===== src/rtl/keypad_emulator_if.sv =====
// keypad_emulator_if
//   Command/status bundle between a key-sequence source and the keypad
//   emulator.
//   cmd_valid  request to press one key
//   cmd_key    hex code of the key to press (0x0-0xF)
//   cmd_ready  emulator is idle and will accept a request this cycle
//   pressed    key contact phase in progress (bounce window included)
//   done       one-cycle pulse in the last cycle of the release gap
//   Modports: master drives commands, slave is the emulator.

interface keypad_emulator_if;
    logic       cmd_valid;
    logic [3:0] cmd_key;
    logic       cmd_ready;
    logic       pressed;
    logic       done;

    modport master (
        output cmd_valid,
        output cmd_key,
        input  cmd_ready,
        input  pressed,
        input  done
    );

    modport slave (
        input  cmd_valid,
        input  cmd_key,
        output cmd_ready,
        output pressed,
        output done
    );
endinterface


===== src/rtl/keypad_emulator.sv =====
// keypad_emulator
//   Passive end of a 4x4 column-scan keypad. Watches the active-low column
//   lines from a scanner and pulls the matching active-low row line while a
//   commanded key is held, exactly like a physical key switch would.
//
//   Ports
//     clk    system clock
//     rst_n  asynchronous active-low reset
//     cmd    keypad_emulator_if.slave (cmd_valid/cmd_key/cmd_ready/pressed/done)
//     Col    column lines from scanner, active low, Col[3] = C1 .. Col[0] = C4
//     Row    row lines to scanner, active low, registered, Row[3] = R1 .. Row[0] = R4
//
//   Build option
//     KEYPAD_EMU_BOUNCE_EN : when defined, each press starts with a contact
//     bounce window of BOUNCE_CYCLES cycles in which the contact toggles every
//     BOUNCE_PERIOD cycles. When undefined the bounce state and its counters
//     do not exist and the BOUNCE_* parameters have no effect.

module keypad_emulator #(
    parameter int unsigned HOLD_CYCLES   = 10_000_000,
    parameter int unsigned GAP_CYCLES    = 5_000_000,
    parameter int unsigned BOUNCE_CYCLES = 200_000,
    parameter int unsigned BOUNCE_PERIOD = 10_000
) (
    input  logic               clk,
    input  logic               rst_n,
    keypad_emulator_if.slave   cmd,
    input  logic [3:0]         Col,
    output logic [3:0]         Row
);

    // Counters count down from (parameter - 1); a zero parameter loads 0,
    // which still yields a one-cycle phase.
    localparam logic [31:0] HOLD_LOAD = (HOLD_CYCLES == 0) ? 32'd0 : HOLD_CYCLES - 32'd1;
    localparam logic [31:0] GAP_LOAD  = (GAP_CYCLES  == 0) ? 32'd0 : GAP_CYCLES  - 32'd1;
`ifdef KEYPAD_EMU_BOUNCE_EN
    localparam logic [31:0] BOUNCE_LOAD = (BOUNCE_CYCLES == 0) ? 32'd0 : BOUNCE_CYCLES - 32'd1;
    localparam logic [31:0] PERIOD_LOAD = (BOUNCE_PERIOD == 0) ? 32'd0 : BOUNCE_PERIOD - 32'd1;
`endif

    typedef enum logic [1:0] {
        IDLE   = 2'd0,
`ifdef KEYPAD_EMU_BOUNCE_EN
        BOUNCE = 2'd1,
`endif
        PRESS  = 2'd2,
        GAP    = 2'd3
    } state_t;

    state_t      state_q, state_d;
    logic [31:0] cnt_q,   cnt_d;
    logic [3:0]  key_q,   key_d;
    logic [3:0]  row_q,   row_d;
`ifdef KEYPAD_EMU_BOUNCE_EN
    logic [31:0] period_q, period_d;
    logic        closed_q, closed_d;
`endif

    logic        contact_d;
    logic [1:0]  colBit;
    logic [1:0]  rowBit;

    // Key map: translate the key that will be held after this edge into the
    // Col bit it listens on and the Row bit it pulls low.
    always_comb begin
        colBit = 2'd3;
        rowBit = 2'd3;
        case (key_d)
            4'h1: begin colBit = 2'd3; rowBit = 2'd3; end
            4'h4: begin colBit = 2'd3; rowBit = 2'd2; end
            4'h7: begin colBit = 2'd3; rowBit = 2'd1; end
            4'h0: begin colBit = 2'd3; rowBit = 2'd0; end
            4'h2: begin colBit = 2'd2; rowBit = 2'd3; end
            4'h5: begin colBit = 2'd2; rowBit = 2'd2; end
            4'h8: begin colBit = 2'd2; rowBit = 2'd1; end
            4'hF: begin colBit = 2'd2; rowBit = 2'd0; end
            4'h3: begin colBit = 2'd1; rowBit = 2'd3; end
            4'h6: begin colBit = 2'd1; rowBit = 2'd2; end
            4'h9: begin colBit = 2'd1; rowBit = 2'd1; end
            4'hE: begin colBit = 2'd1; rowBit = 2'd0; end
            4'hA: begin colBit = 2'd0; rowBit = 2'd3; end
            4'hB: begin colBit = 2'd0; rowBit = 2'd2; end
            4'hC: begin colBit = 2'd0; rowBit = 2'd1; end
            4'hD: begin colBit = 2'd0; rowBit = 2'd0; end
            default: begin colBit = 2'd3; rowBit = 2'd3; end
        endcase
    end

    // Phase sequencing. Each phase loads its countdown on entry and leaves
    // when the count reaches zero. The row image is computed from the state
    // that will be in effect after the edge, so the contact is visible on Row
    // from the first cycle of the press and is released as soon as the gap
    // begins.
    always_comb begin
        state_d   = state_q;
        cnt_d     = cnt_q;
        key_d     = key_q;
`ifdef KEYPAD_EMU_BOUNCE_EN
        period_d  = period_q;
        closed_d  = closed_q;
`endif
        case (state_q)
            IDLE: begin
                if (cmd.cmd_valid) begin
                    key_d    = cmd.cmd_key;
`ifdef KEYPAD_EMU_BOUNCE_EN
                    state_d  = BOUNCE;
                    cnt_d    = BOUNCE_LOAD;
                    period_d = PERIOD_LOAD;
                    closed_d = 1'b1;
`else
                    state_d  = PRESS;
                    cnt_d    = HOLD_LOAD;
`endif
                end
            end
`ifdef KEYPAD_EMU_BOUNCE_EN
            BOUNCE: begin
                if (cnt_q == 32'd0) begin
                    state_d = PRESS;
                    cnt_d   = HOLD_LOAD;
                end else begin
                    cnt_d = cnt_q - 32'd1;
                    // contact flips each time the period counter runs out
                    if (period_q == 32'd0) begin
                        period_d = PERIOD_LOAD;
                        closed_d = ~closed_q;
                    end else begin
                        period_d = period_q - 32'd1;
                    end
                end
            end
`endif
            PRESS: begin
                if (cnt_q == 32'd0) begin
                    state_d = GAP;
                    cnt_d   = GAP_LOAD;
                end else begin
                    cnt_d = cnt_q - 32'd1;
                end
            end
            GAP: begin
                if (cnt_q == 32'd0) begin
                    state_d = IDLE;
                    cnt_d   = 32'd0;
                end else begin
                    cnt_d = cnt_q - 32'd1;
                end
            end
            default: begin
                state_d = IDLE;
                cnt_d   = 32'd0;
            end
        endcase

`ifdef KEYPAD_EMU_BOUNCE_EN
        contact_d = (state_d == PRESS) || ((state_d == BOUNCE) && closed_d);
`else
        contact_d = (state_d == PRESS);
`endif

        // A closed contact only shorts the row when the scanner drives this
        // key's column low; other low columns do not matter.
        row_d = 4'b1111;
        if (contact_d && !Col[colBit]) begin
            row_d[rowBit] = 1'b0;
        end
    end

    // State, counters, latched key and the registered row image. Reset
    // releases the row immediately and returns to IDLE without a done pulse.
    always_ff @(posedge clk or negedge rst_n) begin
        if (!rst_n) begin
            state_q  <= IDLE;
            cnt_q    <= 32'd0;
            key_q    <= 4'h0;
            row_q    <= 4'b1111;
`ifdef KEYPAD_EMU_BOUNCE_EN
            period_q <= 32'd0;
            closed_q <= 1'b0;
`endif
        end else begin
            state_q  <= state_d;
            cnt_q    <= cnt_d;
            key_q    <= key_d;
            row_q    <= row_d;
`ifdef KEYPAD_EMU_BOUNCE_EN
            period_q <= period_d;
            closed_q <= closed_d;
`endif
        end
    end

    // Status outputs are plain decodes of registered state; done marks the
    // final gap cycle so cmd_ready rises right after it.
    assign Row           = row_q;
    assign cmd.cmd_ready = (state_q == IDLE);
`ifdef KEYPAD_EMU_BOUNCE_EN
    assign cmd.pressed   = (state_q == PRESS) || (state_q == BOUNCE);
`else
    assign cmd.pressed   = (state_q == PRESS);
`endif
    assign cmd.done      = (state_q == GAP) && (cnt_q == 32'd0);

endmodule


===== src/flat_wrapper.sv =====
// flat-port wrapper written by rule: the top's interface ports become plain ports
module keypad_emulator_flat 
#(
    parameter int unsigned HOLD_CYCLES   = 10_000_000,
    parameter int unsigned GAP_CYCLES    = 5_000_000,
    parameter int unsigned BOUNCE_CYCLES = 200_000,
    parameter int unsigned BOUNCE_PERIOD = 10_000
)
  (clk, rst_n, Col, Row, cmd_cmd_valid, cmd_cmd_key, cmd_cmd_ready, cmd_pressed, cmd_done);
  keypad_emulator_if cmd_i ();
  input  logic clk;
  input  logic rst_n;
  input  logic [3:0] Col;
  output logic [3:0] Row;
  input wire logic [$bits(cmd_i.cmd_valid)-1:0] cmd_cmd_valid;
  input wire logic [$bits(cmd_i.cmd_key)-1:0] cmd_cmd_key;
  output wire logic [$bits(cmd_i.cmd_ready)-1:0] cmd_cmd_ready;
  output wire logic [$bits(cmd_i.pressed)-1:0] cmd_pressed;
  output wire logic [$bits(cmd_i.done)-1:0] cmd_done;
  assign cmd_i.cmd_valid = cmd_cmd_valid;
  assign cmd_i.cmd_key = cmd_cmd_key;
  assign cmd_cmd_ready = cmd_i.cmd_ready;
  assign cmd_pressed = cmd_i.pressed;
  assign cmd_done = cmd_i.done;
  keypad_emulator #(.HOLD_CYCLES(HOLD_CYCLES), .GAP_CYCLES(GAP_CYCLES), .BOUNCE_CYCLES(BOUNCE_CYCLES), .BOUNCE_PERIOD(BOUNCE_PERIOD)) u_core (.clk(clk), .rst_n(rst_n), .cmd(cmd_i), .Col(Col), .Row(Row));
endmodule

===== config.mk =====
export PLATFORM = sky130hd
export DESIGN_NAME = keypad_emulator_flat
export DESIGN_NICKNAME = d
export VERILOG_FILES = /design/src/rtl/keypad_emulator_if.sv /design/src/rtl/keypad_emulator.sv /design/src/flat_wrapper.sv
export SDC_FILE = /design/constraint.sdc
export NUM_CORES = 1
export LEC_CHECK = 0
export CAP_MARGIN = 20
export CORE_MARGIN = 4
export CORE_UTILIZATION = 50
export DETAILED_ROUTE_END_ITERATION = 8
export PLACE_DENSITY = 0.69
export RECOVER_POWER = 50
export SLEW_MARGIN = 10
export SYNTH_ARGS = -nofsm -noshare
export SYNTH_HDL_FRONTEND = slang
export SYNTH_SLANG_ARGS = --single-unit
export TNS_END_PERCENT = 10

===== constraint.sdc =====
create_clock -name clk -period 2.7 [get_ports clk]
set_clock_uncertainty 0.15 [all_clocks]
set_input_delay 0.81 -clock clk [delete_from_list [all_inputs] [get_ports clk]]
set_output_delay 0.81 -clock clk [all_outputs]
set_load 0.02 [all_outputs]

# Yosys cells after proc, flatten, opt, wreduce, memory -nomap -nowiden
# Memory sizes are Yosys's and may differ from the RTL's.
# Cells that the tools add are included.
# Widths: inputs -> output; s select.
[op_classes]
n_addsub = 1
n_lt_le_gt_ge = 3
eq_ne = 4
muxes = 15
bitwise_logic = 1
n_reduce_logical = 6
[op_table]
columns = ["operator", "n"]
rows = [
  ["$mux 32", 3],
  ["$pmux 32 s3", 1],
  ["$logic_not 32->1", 1],
  ["$sub 32x1->32 const B", 1],
  ["$mux 4", 3],
  ["$eq 2x2->1 const B", 3],
  ["$lt 2x3->1 const B", 2],
  ["$mux 2", 3],
  ["$pmux 2 s3", 1],
  ["$not 4->4", 1],
  ["$logic_and 1x1->1", 3],
  ["$bmux 1 s2", 1],
  ["$demux 1 s2", 1],
  ["$ge 2x1->1 const B", 1],
  ["$logic_not 2->1", 1],
  ["$mux 1", 2],
  ["$ne 2x2->1 const B", 1],
  ["$logic_not 1->1", 1],
]
[word_totals]
ff_bits = 42
mem_bits_ro = 64
out_inout_bits = 7
word_cells = 35
n_memories = 1
[mem_list]
columns = ["memory", "depth", "width", "read_ports", "rd_ports_with_merged_regs", "wr", "line", "rtl"]
rows = [
  ["(no name shown)", 16, 4, 1, 0, 0, "keypad_emulator.sv:68", "case (key_d)"],
]

# Depth between registers and ports, before layout
# Gate-level depths: netlist of the first run.
# An unclocked memory read counts as a cell.
[logic_depth]
depth_word = 9
ltp_mapped = 8
ltp_nobuf = 7

# Worst setup path after synthesis of the first run
# OpenSTA, ideal clock, no wires.
[synth_timing]
kind = "reg-to-output"
start = "register u_core.cnt_q[2]"
end = "output port cmd_done"
arrival_ns = 1.861
path_slack_ns = -0.121
stages_incl_launch_ff = 6
path_buffers = 0
path_cell_list = "dfrtp_1 nor4_4 nand4_4 nor3_2 nand2_1 nor2_1"
[synth_between]
elab_chain_cells = 2
[synth_lines]
columns = ["item", "line", "rtl"]
rows = [
  ["start, declared", "keypad_emulator.sv:51", "logic [31:0] cnt_q, cnt_d;"],
  ["start signal, assigned", "keypad_emulator.sv:184", "cnt_q <= cnt_d;"],
  ["$logic_not 32->1", "keypad_emulator.sv:203", "assign cmd.done = (state_q == GAP) && (cnt_q == 32'd0);"],
  ["$logic_and 1x1->1", "keypad_emulator.sv:203", ""],
  ["end, declared", "flat_wrapper.sv:19", "output wire logic [$bits(cmd_i.done)-1:0] cmd_done;"],
]
# No other way between the ends.

# Worst setup path in the final report of the first run
[layout_timing]
start = "register u_core.cnt_q[15]"
end = "output port cmd_done"
# Same word-level chain as after synthesis.

==> flow_summary.json, run 1 <==
{
  "rr_worst_depth": 13,
  "critPathRequiredTime_ps": 1740,
  "die_area_sq_um": 6940,
  "grt_usage_pct": 22.6,
  "cp_max_fo": 2,
  "grt_pass1_wl_mm": 13.0,
  "grt_max_degree": 43,
  "period_share_pct": 104,
  "synth-seq-cells": 42,
  "synth_edf_count": 0,
  "clock-sinks": 42,
  "vdd_drop_max_mv": 0.433,
  "crit_chain": "nor3_2 > buf_4 > nand4_1 > nor3_4 > nand2_2 > nor2_2 > buf_6",
  "postSynthAreaPerCell_sq_um": 9.00,
  "min_path_type": "reg2reg",
  "routedWlPerCell_microns": 16.8,
  "grt.overflow.total": 0,
  "place_hpwl_mm": 5.61,
  "start_kind": "flip-flop",
  "maxSlewHeadroom_pct": 30.3,
  "slowest_delay_ps": 400,
  "final_cell_mix": "buf_4 (79), dfrtp_1 (38), nor2_1 (22)",
  "drv_slew": 0,
  "ys_warn_count": 0,
  "clk_pin_slew_ps": 80,
  "syn_inst": 315,
  "antenna_found_initial": 0,
  "rsz0062_at_grt": "yes",
  "crit_path_end_kind": "output pin",
  "synth_area_sq_um": 2840,
  "powerDensity_nw_per_um2": 605,
  "vias_per_cell": 6.08,
  "synth_flop_cell": "dfrtp_1",
  "cts_hold_buf": 0,
  "dieHeight_microns": 83.3,
  "leakage_nw": 1.65,
  "holdWs_ps": 368,
  "rr_startpoint": "u_core.cnt_q[15]",
  "gp_congestion": 0.906,
  "setup-violations-final": 2,
  "synthArstFlopShare_pct": 100,
  "rows": 27,
  "cts_tree": "done",
  "min_from": "u_core.cnt_q[7]",
  "period_minus_slack_ps": 2790,
  "path_class": "reg2out",
  "die_x_microns": 83.3,
  "cp.arrival_ps": 1830,
  "fmax_ghz": 0.358,
  "drc_errors": 0,
  "first_global_vias": 2798,
  "maxCapViolCount": 0,
  "slowest_stage": "dfrtp_1",
  "failed_checks": "negative setup slack",
  "syn_to_final_growth_pct": 33.1,
  "clk_latency_ps": 290,
  "run_status": "complete, but fails checks",
  "numCtsBuffers": 5,
  "fin_setup_tns_ps": -135,
  "fin_nets": 411,
  "worst_slack_ps": -94.9,
  "clock_path_buffers": 2,
  "cts-root-buf": "clkbuf_8",
  "drive_gt1_share_pct": 32.1,
  "ant_nets": 0,
  "crit_family": "simple AND/OR/NAND/NOR gates",
  "htreeDepth": 2,
  "drt_iter0_markers": 175,
  "worst_pin_slew_ps": 1050,
  "initial_core_util_pct": 51.5,
  "fp.coreArea_sq_um": 5510,
  "antenna_cells": 0,
  "hold_viol": 0,
  "wirelength_mm": 7.93,
  "final_common_cell": "buf_4",
  "hold_path_depth": 1,
  "cp_num_buf_inv": 2,
  "ys_seq_area_share_pct": 37.2,
  "path_depth": 7,
  "portBuffers": 17,
  "synthDistinctLibCells": 62,
  "via_count": 2863,
  "drt-pass1-iter-count": 4,
  "num_io_pins": 18,
  "syn-num-nets": 328,
  "startpoint": "u_core.cnt_q[15]"
}
[cell families after synthesis]
logic type	share of synthesized area (%)
and+or+nand+nor	29.6
DFF	37.2
adders and majority gates	0.882
buffers and inverters	4.90
AOI/OAI and AO/OA	22.8
xor gates and xnor gates	2.16
muxes	2.51
[worst paths after layout]
| path | endpoint | slack, ps |
|---|---|---|
| min | u_core.cnt_q[7] | 370 |
| max | cmd_done | -90 |
| min in group asynchronous | u_core.key_q[1] | 630 |
| min reg2reg | u_core.cnt_q[7] | 370 |
| max in group asynchronous | u_core.cnt_q[20] | 1130 |
| max reg2reg | u_core.cnt_q[30] | -40 |
[synthesized netlist by cell type (all sizes together) (2+ instances only)]
cell	number	area, sq um
a21oi	20	100
ha	2	25.0
o311a	2	20.0
inv	8	30.0
a211o	3	26.3
a22o	5	43.8
mux2i	6	60.1
nor2	23	86.3
nor2b	3	18.8
buf	7	55.1
xor2	3	26.3
dfstp	4	105
a211oi	2	15.0
a32o	2	20.0
nor3b	5	42.5
a21o	6	45.0
o21a	3	22.5
nand2	20	75.1
a31oi	10	62.6
o31a	3	26.3
o31ai	4	43.8
clkbuf	14	53.8
nor4	16	183
or3	9	56.3
nor3	19	105
dfrtp	38	951
nand4	8	77.6
and4	3	26.3
nor4b	2	23.8
nand2b	3	18.8
o311ai	2	17.5
xnor2	4	35.0
and3	6	37.5
o21ai	23	115
nand3	13	65.1
[where the power goes]
part | leakage, nW | switching, W | total, W | internal, W
logic | 1.09 | 0.000462 | 0.000952 | 0.000490
clock network | 0.0482 | 0.000217 | 0.000423 | 0.000207
registers | 0.510 | 0.000134 | 0.000909 | 0.000776
total | 1.65 | 0.000813 | 0.00228 | 0.00147
[per-layer routing]
metal | wire length (microns) | part of all wire, % | track usage, %
met1 | 3470 | 44 | 29.1
met2 | 4000 | 50 | 38.3
met4 | 146 | 1.8 | 7.73
met5 | 0 | 0 | 0
met3 | 320 | 4.0 | 4.07
[flip-flops by register name (all words and copies together) (netlist names)]
signal,count
u_core.cnt_q,32
u_core.key_q,4
u_core.state_q,2
u_core.Row,4
[area by class of cell]
type | count | area (sq um)
Multi-Input combinational cell | 244 | 1740
Tap cell | 72 | 90.1
Fill cell | 433 | 1730
Inverter | 8 | 30.0
Timing Repair Buffer | 97 | 764
Clock buffer | 7 | 86.3
Clock inverter | 1 | 5.00
Sequential cell | 42 | 1060
[per-stage QoR]
step	setup slack, ps	area (sq um)	utilization (%)	power [W]	instances
after global placement	-229	3540	64.3	0.00178	455
after global routing	-214	3770	68.6	0.00243	471
after floorplan	14.6	2850	-	0.00138	315
final	-94.9	3770	68.6	0.00228	471
after CTS	-90.6	3720	67.5	0.00226	471
after detailed placement	-309	3540	64.3	0.00182	455
[repair_timing]
action,4_1_cts,5_1_grt
pin swaps,4,4
setup endpoints to repair,1,9
buffers inserted,8,0
gates resized for setup,11,12
Note: power is estimated with default switching activity, not from simulation.
==> run 2: changes to the inputs <==
--- a/config.mk
+++ b/config.mk
@@ -6,6 +6,7 @@
 export NUM_CORES = 1
 export LEC_CHECK = 0
 export CAP_MARGIN = 20
+export CORE_ASPECT_RATIO = 1.2
 export CORE_MARGIN = 4
 export CORE_UTILIZATION = 50
 export DETAILED_ROUTE_END_ITERATION = 8
==> flow_summary.json, run 2 (synthesized netlist as in run 1, its figures left out) <==
{
  "nFillCells": 420,
  "rows": 29,
  "powerDensity_nw_per_um2": 609,
  "period_minus_slack_ps": 2750,
  "drc_errors": 0,
  "routedWlPerCell_microns": 18.2,
  "cts-root-buf": "clkbuf_8",
  "drt_iter0_markers": 147,
  "crit_path_end_kind": "output pin",
  "final_cell_mix": "buf_4 (75), dfrtp_1 (38), nor2_1 (22)",
  "dieHeight_microns": 90.5,
  "path_class": "reg2out",
  "fmax_ghz": 0.363,
  "hold_viol": 0,
  "first_global_vias": 2962,
  "worst_pin_slew_ps": 1040,
  "cts_tree": "done",
  "wirelength_mm": 8.32,
  "htreeDepth": 2,
  "grt_pass1_wl_mm": 14.1,
  "cp_max_fo": 2,
  "setup-violations-final": 1,
  "maxCapViolCount": 0,
  "worst_slack_ps": -52.9,
  "clk_pin_slew_ps": 80,
  "portBuffers": 17,
  "clk_latency_ps": 300,
  "critPathRequiredTime_ps": 1740,
  "run_status": "complete, but fails checks",
  "num_io_pins": 18,
  "cp.arrival_ps": 1790,
  "leakage_nw": 1.62,
  "clock_path_buffers": 2,
  "grt_max_degree": 26,
  "via_count": 2860,
  "antenna_found_initial": 0,
  "fin_nets": 407,
  "syn_to_final_growth_pct": 30.4,
  "utilization_pct": 68.4,
  "grt.overflow.total": 0,
  "vias_per_cell": 6.26,
  "fp.coreArea_sq_um": 5410,
  "largest-register": "u_core.cnt_q",
  "ant_nets": 0,
  "drive_gt1_share_pct": 30.4,
  "clock-sinks": 42,
  "antenna_cells": 0,
  "die_x_microns": 76.8,
  "initial_core_util_pct": 52.5,
  "largest_reg_flops": 32,
  "final_common_cell": "buf_4",
  "numCtsBuffers": 5,
  "place_hpwl_mm": 6.00,
  "rsz0062_at_grt": "yes",
  "vdd_drop_max_mv": 0.341,
  "failed_checks": "negative setup slack",
  "grt_usage_pct": 25.3,
  "die_area_sq_um": 6950,
  "drt-pass1-iter-count": 4,
  "maxSlewHeadroom_pct": 30.8,
  "start_kind": "flip-flop",
  "period_share_pct": 102,
  "fin_setup_tns_ps": -52.9,
  "drv_slew": 0,
  "gp_congestion": 0.898,
  "min_path_type": "reg2reg"
}
## run 2: worst paths after layout
check / startpoint / to / slack, ps / depth (start not counted)
worst max register to register: u_core.cnt_q[5] / u_core.cnt_q[20] / 200 / 8
worst min register to register: u_core.cnt_q[7] / u_core.cnt_q[7] / 360 / 1
min in group asynchronous: rst_n / u_core.key_q[2] / 510 / 1
worst max-delay path: u_core.cnt_q[13] / cmd_done / -50 / 7
max in group asynchronous: rst_n / u_core.cnt_q[7] / 690 / 2
worst min-delay path: u_core.cnt_q[7] / u_core.cnt_q[7] / 360 / 1
## run 2: metal layers
metal	GRT usage, %	vias up	share of wire (%)
met1	29.3	1380	41
met2	44.1	99	50
met3	4.89	24	5.9
met5	0	-	0
li1	-	1357	-
met4	12.5	0	3.1
## run 2: power by group
part | switching [W] | total (W) | leakage [nW] | internal, W
Sequential | 0.000129 | 0.000905 | 0.510 | 0.000776
Clock | 0.000218 | 0.000397 | 0.0450 | 0.000179
Combinational | 0.000466 | 0.000951 | 1.07 | 0.000485
Total | 0.000812 | 0.00225 | 1.62 | 0.00144
## run 2: metrics by stage
step / area (sq um) / hold WS (ps) / setup WS [ps] / total power [W] / std cells
3_5_place_dp: 3550 / 344 / -323 / 0.00183 / 446
3_3_place_gp: 3550 / 328 / -260 / 0.00180 / 446
2_1_floorplan: 2850 / 301 / 14.6 / 0.00138 / 315
4_1_cts: 3650 / 304 / -69.5 / 0.00224 / 457
6_report: 3700 / 364 / -52.9 / 0.00225 / 457
5_1_grt: 3700 / 404 / -197 / 0.00241 / 457
## run 2: area by class of cell
type	instances	area [sq um]	share of cell area, %
timing repair buffer	93	736	19.9
multi-input combinational	244	1720	46.4
tap	62	77.6	2.10
clock inverter	2	10.0	0.271
inverter	8	30.0	0.812
sequential	42	1060	28.6
clock buffer	6	72.6	1.96
## run 2: critical path, stage by stage (launching register included)
cell,delay (ps)
dfrtp_1,390
nor3_2,190
buf_4,140
nand4_1,200
nor3_4,280
nand2_2,90
nor2_2,90
buf_6,120
## run 2: timing repair
item                       4_1_cts  5_1_grt
buffers inserted                 3        0
setup endpoints to repair        2        5
pin swaps                        2        7
hold buffers                     0        0
resized for setup                6       14
==> run 3: changes to the inputs <==
--- a/config.mk
+++ b/config.mk
@@ -7,7 +7,7 @@
 export LEC_CHECK = 0
 export CAP_MARGIN = 20
 export CORE_ASPECT_RATIO = 1.2
-export CORE_MARGIN = 4
+export CORE_MARGIN = 1.5
 export CORE_UTILIZATION = 50
 export DETAILED_ROUTE_END_ITERATION = 8
 export PLACE_DENSITY = 0.69
==> flow_summary.json, run 3 (synthesized netlist as in run 1, its figures left out) <==
{
  "numCtsBuffers": 5,
  "cp.arrival_ps": 1800,
  "maxSlewHeadroom_pct": -3.37,
  "period_share_pct": 102,
  "clk_latency_ps": 300,
  "antenna_found_initial": 0,
  "grt_pass1_wl_mm": 14.2,
  "powerDensity_nw_per_um2": 607,
  "gp_congestion": 0.904,
  "grt_use_met3_pct": 4.58,
  "largest_reg_flops": 32,
  "place_hpwl_mm": 6.20,
  "rsz0062_at_grt": "yes",
  "cts_hold_buf": 0,
  "drt-pass1-iter-count": 9,
  "drive_gt1_share_pct": 30.8,
  "start_kind": "flip-flop",
  "leakage_nw": 1.67,
  "final_cell_area_sq_um": 3770,
  "routedWlPerCell_microns": 18.5,
  "clock-sinks": 42,
  "place_area_sq_um": 3550,
  "cts-root-buf": "clkbuf_8",
  "min_path_type": "reg2reg",
  "cp_num_buf_inv": 2,
  "crit_chain": "inv_1 > ha_1 > nor2b_4 > nand4_4 > nor3_4 > nand2_2 > nor2_2 > buf_4",
  "drc_errors": 2,
  "run_status": "complete, but fails checks",
  "slowest_delay_ps": 380,
  "maxCapViolCount": 1,
  "first_global_vias": 2932,
  "path_class": "reg2out",
  "clk_pin_slew_ps": 80,
  "cts_tree": "done",
  "ant_nets": 0,
  "crit_family": "simple AND/OR/NAND/NOR gates",
  "portBuffers": 17,
  "grt_max_degree": 28,
  "grt_use_met1_pct": 35.0,
  "dieHeight_microns": 85.5,
  "utilization_pct": 70.2,
  "vdd_drop_max_mv": 0.313,
  "wirelength_mm": 8.62,
  "period_minus_slack_ps": 2760,
  "largest-register": "u_core.cnt_q",
  "slowest_stage": "dfrtp_1",
  "final_cell_mix": "buf_4 (79), dfrtp_1 (38), nor2_1 (22)",
  "fp.coreArea_sq_um": 5370,
  "failed_checks": "design-rule violations, max-capacitance violations, max-slew violations, negative setup slack",
  "drt_iter0_markers": 227,
  "grt_usage_pct": 29.8,
  "multi_input_area_sq_um": 1720,
  "die_x_microns": 71.8,
  "setup-violations-final": 2,
  "antenna_cells": 0,
  "regArea_sq_um": 1060,
  "nFillCells": 432,
  "crit_path_end_kind": "output pin",
  "worst_slack_ps": -64.7,
  "initial_core_util_pct": 52.8,
  "die_area_sq_um": 6140,
  "vias_per_cell": 6.40,
  "busiest_layer": "met2",
  "syn_to_final_growth_pct": 32.9,
  "hold_viol": 0,
  "num_io_pins": 18,
  "htreeDepth": 2,
  "rows": 29,
  "via_count": 2974,
  "cp_max_fo": 2,
  "fmax_ghz": 0.362,
  "drv_slew": 28,
  "clock_path_buffers": 2,
  "fin_nets": 415,
  "final_common_cell": "buf_4",
  "use_met2_pct": 51.8,
  "worst_pin_slew_ps": 1550,
  "critPathRequiredTime_ps": 1740,
  "grt.overflow.total": 0
}
==> run 3: report_power, final <==
part	leakage (nW)	internal, W	switching [W]
Clock	0.0452	0.000183	0.000233
Sequential	0.510	0.000776	0.000130
Combinational	1.11	0.000489	0.000475
Total	1.67	0.00145	0.000839
==> run 3: final cells by class <==
| class | count | share of cell area (%) |
|---|---|---|
| Sequential cell | 42 | 28.0 |
| Inverter | 8 | 0.797 |
| Timing Repair Buffer | 101 | 21.3 |
| Clock buffer | 6 | 1.93 |
| Tap cell | 62 | 2.06 |
| Clock inverter | 2 | 0.365 |
| Multi-Input combinational cell | 244 | 45.6 |
==> run 3: what timing repair did <==
action	CTS	global route
pin swaps	3	7
buffers inserted	7	2
resized for setup	11	10
setup endpoints to repair	3	10
==> run 3: final timing paths <==
check / from / end / slack (ps) / depth (start not counted)
setup / recovery: u_core.cnt_q[0] / cmd_done / -60 / 8
hold / removal: u_core.cnt_q[7] / u_core.cnt_q[7] / 390 / 1
setup reg to reg: u_core.cnt_q[14] / u_core.cnt_q[30] / 90 / 13
hold reg to reg: u_core.cnt_q[7] / u_core.cnt_q[7] / 390 / 1
max in group asynchronous: rst_n / u_core.cnt_q[16] / 560 / 2
min in group asynchronous: rst_n / u_core.key_q[1] / 720 / 1
==> run 3: worst reg2reg max path, stage by stage, from the launching register on <==
cell and delay [ps]:
dfrtp_1 400, nor3_2 190, buf_4 140, nand4_1 120, buf_4 170, buf_4 120, buf_4 120, buf_6 110
buf_6 110, buf_6 110, buf_6 120, nor4_4 350, a21oi_1 120, a21o_1 180
==> run 3: per-layer routing <==
metal  wire, microns  part of all wire, %  up-vias
met4             411                  4.8        0
met5               0                    0        -
met2            4320                   50      131
met1            3320                   38     1424
li1                -                    -     1384
met3             570                  6.6       35
==> run 3: stage by stage <==
stage | TNS [ps] | worst slack, ps | power (W) | hold slack, ps | std cells
floorplan | 0 | 14.6 | 0.00138 | 301 | 315
global placement | -1300 | -294 | 0.00180 | 330 | 448
detailed placement | -1580 | -347 | 0.00183 | 373 | 448
CTS | -78.6 | -45.8 | 0.00227 | 375 | 463
global route | -329 | -183 | 0.00243 | 409 | 465
finish | -123 | -64.7 | 0.00229 | 389 | 465
